--- src/rtl/rr_arb_mux_pkg.sv ---
// Shared constants and helpers for the round-robin arbitrated output mux.
package rr_arb_mux_pkg;

    localparam int ARB_FIXED = 0;
    localparam int ARB_RR    = 1;

    // Ceiling log2 for elaboration-time width calculations.
    function automatic int clog2(input int value);
        int r;
        int v;
        r = 0;
        for (v = value - 1; v > 0; v = v >> 1) begin
            r = r + 1;
        end
        return r;
    endfunction

    // Width of a channel index; never narrower than one bit.
    function automatic int sel_w(input int n);
        return (clog2(n) < 1) ? 1 : clog2(n);
    endfunction

endpackage

--- src/rtl/rr_arb_mux_arbiter.sv ---
// Combinational request arbiter: one-hot grant plus binary index.
// Round-robin mode searches upward from ptr with an explicit wrap so that
// non-power-of-two channel counts work; fixed mode always searches from 0.
module rr_arbiter
    import rr_arb_mux_pkg::*;
#(
    parameter int N  = 4,
    parameter int SW = 2,
    parameter int RR = ARB_RR
) (
    input  logic [N-1:0]  req,
    input  logic [SW-1:0] ptr,
    input  logic          en,
    output logic [N-1:0]  gnt,
    output logic [SW-1:0] idx
);

    // Walk the channels in priority order and grant the first requester.
    always_comb begin
        int            start;
        int            c;
        logic [SW-1:0] ci;
        logic          found;
        start = (RR == ARB_RR) ? int'(ptr) : 0;
        gnt   = '0;
        idx   = '0;
        found = 1'b0;
        c     = 0;
        ci    = '0;
        for (int k = 0; k < N; k++) begin
            c = start + k;
            if (c >= N) c = c - N;
            ci = SW'(c);
            if (en && !found && req[ci]) begin
                found   = 1'b1;
                gnt[ci] = 1'b1;
                idx     = ci;
            end
        end
    end

endmodule

--- src/rtl/rr_arb_mux.sv ---
// N-channel valid/ready multiplexer with built-in arbitration and a
// one-entry output register. Sustains one word per cycle when downstream
// is ready; a held word is dropped silently on reset.
module rr_arb_mux
    import rr_arb_mux_pkg::*;
#(
    parameter int  W  = 32,
    parameter int  N  = 4,
    parameter int  RR = ARB_RR,
    localparam int SW = sel_w(N)
) (
    input  logic           clk,
    input  logic           reset,
    input  logic [N-1:0]   in_valid,
    input  logic [N*W-1:0] in_data,
    output logic [N-1:0]   in_ready,
    output logic           out_valid,
    output logic [W-1:0]   out_data,
    output logic [SW-1:0]  out_sel,
    input  logic           out_ready
);

    logic [SW-1:0] ptr;
    logic [SW-1:0] gnt_idx;
    logic [N-1:0]  gnt;
    logic          load_ok;
    logic          any_gnt;
    logic [W-1:0]  sel_data;

    // The output register can take a word when empty or being drained.
    assign load_ok = !out_valid || out_ready;

    rr_arbiter #(
        .N  (N),
        .SW (SW),
        .RR (RR)
    ) u_arb (
        .req (in_valid),
        .ptr (ptr),
        .en  (load_ok && !reset),
        .gnt (gnt),
        .idx (gnt_idx)
    );

    // The grant is only raised when the word is actually taken.
    assign in_ready = gnt;
    assign any_gnt  = |gnt;

    // One-hot data select of the granted channel.
    always_comb begin
        sel_data = '0;
        for (int i = 0; i < N; i++) begin
            if (gnt[i]) sel_data = in_data[i*W +: W];
        end
    end

    // Output register and round-robin pointer.
    always_ff @(posedge clk) begin
        if (reset) begin
            out_valid <= 1'b0;
            out_data  <= '0;
            out_sel   <= '0;
            ptr       <= '0;
        end else if (load_ok) begin
            if (any_gnt) begin
                out_valid <= 1'b1;
                out_data  <= sel_data;
                out_sel   <= gnt_idx;
                if (RR == ARB_RR) begin
                    ptr <= (gnt_idx == SW'(N - 1)) ? '0 : gnt_idx + SW'(1);
                end
            end else begin
                out_valid <= 1'b0;
            end
        end
    end

endmodule

--- config.mk ---
export PLATFORM = sky130hd
export DESIGN_NAME = rr_arb_mux
export DESIGN_NICKNAME = d
export VERILOG_FILES = /design/src/rtl/rr_arb_mux_pkg.sv /design/src/rtl/rr_arb_mux_arbiter.sv /design/src/rtl/rr_arb_mux.sv
export SDC_FILE = /design/constraint.sdc
export NUM_CORES = 1
export LEC_CHECK = 0
export CAP_MARGIN = 10
export CORE_MARGIN = 10
export CORE_UTILIZATION = 43
export DETAILED_ROUTE_END_ITERATION = 8
export PLACE_DENSITY = 0.95
export RECOVER_POWER = 25
export SLEW_MARGIN = 0
export SYNTH_ARGS = -nofsm -noshare
export SYNTH_HDL_FRONTEND = slang
export SYNTH_SLANG_ARGS = --single-unit
--- constraint.sdc ---
create_clock -name clk -period 7.5 [get_ports clk]
set_clock_uncertainty 0.2 [all_clocks]
set_input_delay 1.5 -clock clk [delete_from_list [all_inputs] [get_ports clk]]
set_output_delay 1.5 -clock clk [all_outputs]
set_load 0.03 [all_outputs]
# Word-level counts from Yosys, hierarchy flattened
# Cells that the tools add are included.
dict set report totals {
  regBits 37
  inputBits 135
}
dict set report op_classes {
  n_addsub 8
  n_lt_le_gt_ge 12
  n_eq_ne 1
  n_mux 37
  bitwise 3
  reduce_logical 20
}
# operator count
set op_table {}
lappend op_table {{2-to-1 mux 32 bit} 4}
lappend op_table {{2-to-1 mux 2 bit} 9}
lappend op_table {{2-to-1 mux 4 bit} 4}
lappend op_table {{logical AND 1 bit} 12}
lappend op_table {{< comparator 2 x 3 -> 1 bit (second input constant)} 4}
lappend op_table {{2-to-1 mux 1 bit} 12}
lappend op_table {{bitwise OR 4 bit} 3}
lappend op_table {{>= comparator 3 bit (second input constant)} 3}
lappend op_table {{binary-select mux 1 bit (select 2 bit)} 4}
lappend op_table {{demux 1 bit (select 2 bit)} 4}
lappend op_table {{>= comparator 2 x 1 -> 1 bit (second input constant)} 4}
lappend op_table {{subtractor 2 x 1 -> 2 bit (second input constant)} 4}
lappend op_table {{adder 2 x 2 -> 3 bit (second input constant)} 2}
lappend op_table {{logical NOT 1 bit} 5}
lappend op_table {{OR reduction 4 bit} 1}
lappend op_table {{adder 2 x 1 -> 3 bit (second input constant)} 1}
lappend op_table {{>= comparator 2 x 3 -> 1 bit (second input constant)} 1}
lappend op_table {{adder 2 x 1 -> 2 bit (second input constant)} 1}
lappend op_table {{== test 2 bit (second input constant)} 1}
lappend op_table {{AND reduction 2 bit} 1}
lappend op_table {{logical OR 1 bit} 1}

# Logic depth before layout (Yosys ltp)
# Gate-level depths: netlist of the first run.
dict set report logic_depth {
  depth_word 22
  ltp_mapped 14
}

# Cells and area by module
# From an unflattened synthesis of the first run, not the netlist that was laid out.
dict set report hier_totals {
  hier_cells 283
  area_unflattened_um2 2781.4
}
# mod n_inst cells_per_inst area_each_um2 seq_area_each_um2
set by_module_without_submodules {}
lappend by_module_without_submodules {rr_arb_mux 1 220 2249.7 740.7}
lappend by_module_without_submodules {rr_arbiter 1 63 531.8 0.0}

# Worst setup path before layout of the first run
# OpenSTA, ideal clock, no wires.
dict set report synth_path {
  kind {input port to output port}
  startpoint {in in_valid[2]}
  endpoint {out in_ready[2]}
  arrival_ps 3369
  t_required_ps 5800
  setup_slack_ps 2431
  stages 8
  path_cell_list {mux4_2 or3_1 buf_2 nor2_1 a222oi_1 buf_2 buf_1 inv_1}
}
dict set report synth_between {
  elab_chain_len 16
  word_cells_on_any_way 28
  classes_between {mux (15); bitwise (3); reduce/logical (10)}
}
# item line
set synth_lines {}
lappend synth_lines {{start, declared} rr_arb_mux.sv:14} ;# input logic [N-1:0] in_valid,
lappend synth_lines {{binary-select mux 1 bit (select 2 bit)} rr_arb_mux_arbiter.sv:34} ;# if (en && !found && req[ci]) begin
lappend synth_lines {{2-to-1 mux 1 bit (implied by the code)} rr_arb_mux_arbiter.sv:34}
lappend synth_lines {{logical AND 1 bit} rr_arb_mux_arbiter.sv:34}
lappend synth_lines {{2-to-1 mux 1 bit} rr_arb_mux_arbiter.sv:34}
lappend synth_lines {{logical NOT 1 bit} rr_arb_mux_arbiter.sv:34}
lappend synth_lines {{logical AND 1 bit (2 in a row)} rr_arb_mux_arbiter.sv:34}
lappend synth_lines {{2-to-1 mux 1 bit} rr_arb_mux_arbiter.sv:34}
lappend synth_lines {{logical NOT 1 bit} rr_arb_mux_arbiter.sv:34}
lappend synth_lines {{logical AND 1 bit (2 in a row)} rr_arb_mux_arbiter.sv:34}
lappend synth_lines {{2-to-1 mux 1 bit} rr_arb_mux_arbiter.sv:34}
lappend synth_lines {{logical NOT 1 bit} rr_arb_mux_arbiter.sv:34}
lappend synth_lines {{logical AND 1 bit (2 in a row)} rr_arb_mux_arbiter.sv:34}
lappend synth_lines {{2-to-1 mux 4 bit *} rr_arb_mux_arbiter.sv:34}
lappend synth_lines {{end, declared} rr_arb_mux.sv:16} ;# output logic [N-1:0] in_ready,
# Mark *: on every way between the ends. The rest lies on a longest branch, timed or not. The select of a mux whose other input is x is not followed.

# Worst setup path after layout of the first run
dict set report layout_path {
  startpoint {in in_valid[1]}
  endpoint {out in_ready[1]}
}
# Same word-level chain as after synthesis.

==> results.cfg, run 1 <==
[yosys]
ys_seq_area_frac = 0.237
synthTopCellsByArea = dfxtp_1, o211ai_1, a311oi_2
ys_types = 42
async_flop_share = 0
syn_avg_cell_area_um2 = 8.10
synth_area_mm2 = 0.00313
synth-edff-count = 0
ys_ff_latch = 37
yosysMostFrequentCell = o211ai_1
synthFlopType = dfxtp_1
netlist.area_leader.share = 0.237
syn_nets = 528
ys_top_cells_by_count = o211ai_1, nor2_1, dfxtp_1, nand2_1, nand3_1
synth_cells = 386
yosys_warnings = 0
synth_area_leader_cell = dfxtp_1

[pwr]
pwr-share-comb = 0.724
p_sw_mw = 0.853
p_int_mw = 0.829
p_leak_nw = 1.69
clkPwrFrac = 0.094
pwr-share-seq = 0.182
power_density_mw_per_mm2 = 338
total_power_mw = 1.68
worst_ir_drop_vdd_uv = 330
p_sw_frac = 0.507

[placed_design]
placed_area_mm2 = 0.00486
hpwlAfterDp_mm = 9.91
placed_cells = 620
pre_cts_ws_ns = 1.38
gp_congestion = 0.959
portBuffers = 173

[timing]
slew_headroom = 0.431
hold_violations = 0
drv_slew = 0
setup_violations = 0
rsz0062_at_grt = false
post-route-period-util = 0.817
min_period_ns = 6.12
fin_ws_ns = 1.38
tightest_slew_ns = 0.853
fmax_ghz = 0.163
tns_ns = 0
whs_ns = 0.305

[critical_path]
crit_slowest_cell = clkdlybuf4s50_1
cpPeakStageDelay_ns = 0.69
crit_fanout = 33
cpMostUsedCell = clkdlybuf4s50_1
crit_chain = clkdlybuf4s50_1, mux4_2, or3_1, o32a_4, o21ai_2, clkdlybuf4s50_1
r2r_setup_slack_ns = 2.68
critical_path.top_delay_family = buffers and inverters
worst_r2r_endpoint = out_data[8]
r2r_cells = 11
cp-end-kind = primary output
crit_required_ns = 5.80
worst_ep_arrival_time_ns = 4.42
cp-start-kind = primary input
path_class = in -> out
worst-path-buf-inv = 2
setup.worst_path.start = in_valid[1]

[hold_path]
min_delay_path_depth = 2
whs_endpoint = out_data[23]
min_from = out_data[23]
holdCritPathClass = reg -> reg

[finish]
area_delta_synth_final_pct = 59.1
fillers = 567
drive_gt1_frac = 0.108
regArea_um2 = 741
multi_input_area_mm2 = 0.00217
antenna_cells = 0
stdcell_count = 629
fin_area_mm2 = 0.00498
final_util = 0.694
nets = 671

[clocking]
cts-root-buf = clkbuf_8
postCtsSetupRepairBufs = 0
cts.clk_slew.worst_paths_ns = 0.08
clock_path_buffers = 2
post_cts_resized = 0
cts.hold.buffers_added = 0
htree_levels = 2
numCtsBuffers = 5
clock_latency_ns = 0.28
tritoncts = yes
clkSinkCount = 37

[route]
wire_per_inst_um = 20.7
viasPerCell = 5.98
via_count = 3764
drc = 0
drt_iter0_markers = 132
drtAntennaViolNets = 0
routed_wl_mm = 13.0
first_pass_iters = 4

[floorplanning]
core.rowCount = 31
dieArea_mm2 = 0.0111
die_height_um = 105
core_mm2 = 0.00718
io_pins = 174
initial_core_util = 0.436
die_x_um = 105

[job]
cap_violations = 0

[global_route]
grt_pass1_wl_mm = 20.8
antenna_found_initial = 0
grt_use_total = 0.224
grt_remaining_overflow = 0
grt_pass1_vias = 4001
grt_max_degree = 73

[status]
status = complete, no violations
[cell usage in the layout (no fill, tap or decap), drive strengths merged, types with 5 or more instances in the layout]
cell and n:
ha 7, nand3 33, clkdlybuf4s50 153, dlygate4sd3 19
dfxtp 37, mux2i 5, nand2b 5, a311oi 33
inv 8, buf 11, o211ai 96, clkbuf 7
nand2 36, nor2 41
[per-layer routing]
metal  track usage  wire length, um
met5             0                0
met4        0.0618              317
met3        0.0664              911
met2         0.407             6750
met1         0.246             5050
[worst register-to-register path, delay by kind of cell, from the launching register on]
kind | cells | cell delay [ns]
AOI/OAI and AO/OA | 2 | 0.46
and+or+nand+nor | 4 | 1.11
DFF | 1 | 0.69
adders and majority gates | 1 | 0.51
muxes | 1 | 0.47
buffers and inverters | 3 | 1.30
[cell type report]
| class | instances | share of cell area |
|---|---|---|
| multi-input combinational | 294 | 0.436 |
| timing repair buffer | 183 | 0.364 |
| sequential | 37 | 0.149 |
| tap | 99 | 0.0249 |
| clock buffer | 7 | 0.0194 |
| inverter | 8 | 0.00603 |
| clock inverter | 1 | 0.00101 |
[worst max path at each step]
stage	endpoint	slack, ns	depth (start not counted)
2_1_floorplan	in_ready[2]	2.43	8
6_report	in_ready[1]	1.38	6
3_5_place_dp	in_ready[1]	1.38	6
3_3_place_gp	in_ready[1]	1.49	6
5_1_grt	in_ready[1]	1.25	6
4_1_cts	in_ready[1]	1.38	6
[sequential cells by signal, indices dropped and copies added, names as in the netlist, named ones only]
name / count
out_data: 32
out_sel: 2
ptr: 1
out_valid: 1
[cells by family after synthesis]
family                     Yosys count  share of synthesized area
AOI/OAI and AO/OA                  150                      0.432
xor gates and xnor gates             1                    0.00280
and+or+nand+nor                    128                      0.184
adders and majority gates            7                     0.0280
muxes                                8                     0.0376
DFF                                 37                      0.237
buffers and inverters               55                     0.0788
[power groups by stage]
stage	clock network, mW	logic [mW]	registers, mW
2_1_floorplan	0	0.785	0.412
3_3_place_gp	0	1.17	0.306
6_report	0.158	1.22	0.306
3_5_place_dp	0	1.22	0.312
4_1_cts	0.162	1.22	0.308
5_1_grt	0.167	1.32	0.314
Note: power is estimated with default switching activity, not from simulation.
==> run 2, diff against run 1 <==
Settings changed: CORE_UTILIZATION 43 to 40, PLACE_DENSITY 0.95 to 0.94.
Clock period 7.5 ns to 5.9 ns, I/O delays scaled along.
==> run 2 against run 1 <==
Effect of this change:
- critical path depth did not move
- worst hold slack got worse by 0.0011 ns
- sequential cell count unchanged
- sequential share of layout area hardly changed
- clock-buffer cell count did not move
==> results.cfg, run 2 (synthesized netlist as in run 1, its figures left out) <==
[finish]
area_delta_synth_final_pct = 59.4
multi_input_area_mm2 = 0.00217
antenna_cells = 0
regArea_um2 = 741
stdcell_count = 634
drive_gt1_frac = 0.113
largest_reg_flops = 32
final_common_cell = clkdlybuf4s50_1
reg.largest.list = out_data x32, out_sel x2
nets = 673
final_cell_mix = clkdlybuf4s50_1, o211ai_1, nor2_1
largest_register = out_data
fillers = 613

[placed_design]
hpwlAfterDp_mm = 9.90
gp_congestion = 0.897
portBuffers = 173
pre_cts_ws_ns = 0.401
placed_cells = 626

[global_route]
grt_pass1_vias = 4078
grt_pass1_wl_mm = 20.5
grt_max_degree = 66
grt_use_total = 0.214
antenna_found_initial = 0
grt_remaining_overflow = 0

[clocking]
numCtsBuffers = 5
tritoncts = yes
clock_latency_ns = 0.28
cts.hold.buffers_added = 0
post_cts_resized = 0
cts-root-buf = clkbuf_8
clock_path_buffers = 2
cts.clk_slew.worst_paths_ns = 0.07
htree_levels = 2
clkSinkCount = 37
postCtsSetupRepairBufs = 0

[timing]
post-route-period-util = 0.934
tightest_slew_ns = 1.11
drv_slew = 0
tns_ns = 0
slew_headroom = 0.259
hold_violations = 0
whs_ns = 0.304
setup_violations = 0
fmax_ghz = 0.182
fin_ws_ns = 0.391
min_period_ns = 5.51
rsz0062_at_grt = false

[route]
drt_iter0_markers = 232
routed_wl_mm = 13.0
wire_per_inst_um = 20.5
drc = 0
first_pass_iters = 5
viasPerCell = 6.03
drtAntennaViolNets = 0
via_count = 3824

[floorplanning]
core.rowCount = 32
dieArea_mm2 = 0.0118
initial_core_util = 0.409
core_mm2 = 0.00765
die_x_um = 108
io_pins = 174
die_height_um = 108

[critical_path]
worst_ep_arrival_time_ns = 4.13
crit_required_ns = 4.52
cp-end-kind = primary output
crit_fanout = 33
path_class = in -> out
r2r_setup_slack_ns = 1.33
cp-start-kind = primary input

[pwr]
p_int_mw = 1.05
clkPwrFrac = 0.092
pwr-share-seq = 0.181
worst_ir_drop_vdd_uv = 323
p_sw_mw = 1.09
p_sw_frac = 0.508
pwr-share-comb = 0.728
power_density_mw_per_mm2 = 430
p_leak_nw = 1.70

[job]
cap_violations = 0

[status]
status = complete, no violations

[hold_path]
holdCritPathClass = reg -> reg
run 2: cell count changes in the layout (fill, tap and decap cells not counted):
cell / delta
clkdlybuf4s50_1: -1
buf_4: +4
buf_8: -1
run 2: power by group through the flow:
| stage | registers [mW] | clock network, mW | logic (mW) |
|---|---|---|---|
| 2_1_floorplan | 0.523 | 0 | 0.997 |
| 3_3_place_gp | 0.388 | 0 | 1.51 |
| 3_5_place_dp | 0.394 | 0 | 1.57 |
| 4_1_cts | 0.389 | 0.200 | 1.57 |
| 5_1_grt | 0.397 | 0.211 | 1.70 |
| 6_report | 0.388 | 0.197 | 1.56 |
run 2: final timing paths:
kind               start      endpoint  depth (start not counted)
min           out_sel[1]    out_sel[1]                          2
min reg2reg   out_sel[1]    out_sel[1]                          2
max reg2reg    flip-flop  out_data[20]                         11
max          in_valid[1]   in_ready[1]                          6
run 2: stage by stage:
stage                     total power, mW   util  instance area, um2
after floorplan                      1.52      -                3130
after global placement               1.90  0.639                4880
after detailed placement             1.96  0.639                4880
after CTS                            2.16  0.652                4990
after global routing                 2.31  0.652                4990
final                                2.14  0.652                4990
run 2: worst max-delay path, stage by stage:
cell             delay, ns
clkdlybuf4s50_1       0.55
mux4_2                0.63
or3_1                 0.45
o32a_4                0.51
o21ai_2               0.12
clkdlybuf4s50_1       0.69
run 2: final cells by class:
type | count | share of cell area
Timing Repair Buffer | 185 | 0.364
Tap cell | 102 | 0.0256
Sequential cell | 37 | 0.149
Clock inverter | 1 | 0.00100
Clock buffer | 7 | 0.0193
Inverter | 8 | 0.00602
Multi-Input combinational cell | 294 | 0.436
run 2: routing by layer:
layer  vias up  global-route usage  wire length [um]
li1       1794                   -                 -
met1      1784               0.227              4840
met2       216               0.376              6430
met3        30              0.0756              1300
met4         0              0.0885               408
met5         -                   0                 0
==> run 3, diff against run 2 <==
Settings changed: CORE_MARGIN 10 to default.
==> run 3 against run 2 <==
Effect of this change:
- worst setup slack got worse by 0.00082 ns
- largest power group unchanged
- die area decreased by 30%
- sequential cell count unchanged
- global-route usage increased by 5.4 points
- routed wire length decreased by 13%
- fmax about the same
- critical endpoint unchanged
- largest cell class unchanged
- clock-buffer cell count decreased by 1
- sequential power about the same
- via count increased by 0.89%
==> results.cfg, run 3 (synthesized netlist as in run 1, its figures left out) <==
[status]
status = complete, no violations

[critical_path]
worst_r2r_endpoint = out_data[6]
cp-end-kind = primary output
cp-start-kind = primary input
crit_required_ns = 4.52
worst_ep_arrival_time_ns = 4.13
r2r_cells = 11
crit_fanout = 33
path_class = in -> out
r2r_setup_slack_ns = 1.32

[hold_path]
whs_endpoint = out_data[23]
holdCritPathClass = reg -> reg
min_delay_path_depth = 2
min_from = out_data[23]

[clocking]
numCtsBuffers = 5
cts.clk_slew.worst_paths_ns = 0.08
cts.hold.buffers_added = 0
cts-root-buf = clkbuf_8
tritoncts = yes
clock_latency_ns = 0.29
clock_path_buffers = 2
clkSinkCount = 37
htree_levels = 2
post_cts_resized = 0
postCtsSetupRepairBufs = 0

[global_route]
grt_remaining_overflow = 0
antenna_found_initial = 0
grt_pass1_vias = 3714
grt_pass1_wl_mm = 17.8
grt_max_degree = 66
grt_use_total = 0.268

[route]
drt_iter0_markers = 205
drtAntennaViolNets = 0
viasPerCell = 6.12
via_count = 3858
first_pass_iters = 6
wire_per_inst_um = 18.0
routed_wl_mm = 11.3
drc = 0

[timing]
fmax_ghz = 0.181
whs_ns = 0.308
setup_violations = 0
min_period_ns = 5.51
post-route-period-util = 0.934
hold_violations = 0
rsz0062_at_grt = false
tightest_slew_ns = 0.934
slew_headroom = 0.377
tns_ns = 0
drv_slew = 0

[finish]
nets = 672
area_delta_synth_final_pct = 58.4
antenna_cells = 0
reg.largest.list = out_data x32, out_sel x2
final_cell_mix = clkdlybuf4s50_1, o211ai_1, nor2_1
stdcell_count = 630
final_common_cell = clkdlybuf4s50_1
final_util = 0.669
largest_reg_flops = 32
largest_register = out_data
drive_gt1_frac = 0.109

[placed_design]
portBuffers = 173
hpwlAfterDp_mm = 8.19
gp_congestion = 0.904
placed_cells = 622

[floorplanning]
die_height_um = 90.4
dieArea_mm2 = 0.00818
io_pins = 174
die_x_um = 90.4
core_mm2 = 0.00741
core.rowCount = 31
initial_core_util = 0.422

[pwr]
total_power_mw = 2.10
worst_ir_drop_vdd_uv = 259
power_density_mw_per_mm2 = 424
p_leak_nw = 1.68

[job]
cap_violations = 0
run 3: worst max path at each step:
stage / depth (start not counted) / start / endpoint
after floorplan: 8 / in_valid[2] / in_ready[2]
after global placement: 6 / in_valid[1] / in_ready[1]
final: 6 / in_valid[1] / in_ready[1]
after global routing: 6 / in_valid[1] / in_ready[1]
after CTS: 6 / in_valid[1] / in_ready[1]
after detailed placement: 6 / in_valid[1] / in_ready[1]
run 3: routing by layer:
metal  GRT usage  vias up  share of wire
met5           0        -              0
met4       0.101        0          0.027
met3      0.0547       34          0.069
met2       0.464      204           0.50
met1       0.324     1829           0.40
li1            -     1791              -
run 3: stage by stage:
step	setup slack (ns)	cell area (um2)
after floorplan	1.47	3130
after global placement	0.502	4870
after detailed placement	0.407	4870
after CTS	0.404	4960
after global routing	0.301	4960
final	0.390	4960
run 3: final cells by class:
class / count / area (um2)
fill: 594 / 2450
tap: 99 / 124
multi-input combinational: 294 / 2170
clock inverter: 2 / 10.0
inverter: 8 / 30.0
clock buffer: 6 / 72.6
sequential: 37 / 741
timing repair buffer: 184 / 1810
run 3: worst max-delay path, stage by stage:
cell and delay, ns:
clkdlybuf4s50_1 0.53, mux4_2 0.63, or3_1 0.46, o32a_4 0.51, o21ai_2 0.12, clkdlybuf4s50_1 0.68
run 3: where the power goes:
part	internal, mW	switching, mW
registers	0.335	0.0538
clock network	0.0820	0.0941
logic	0.611	0.925
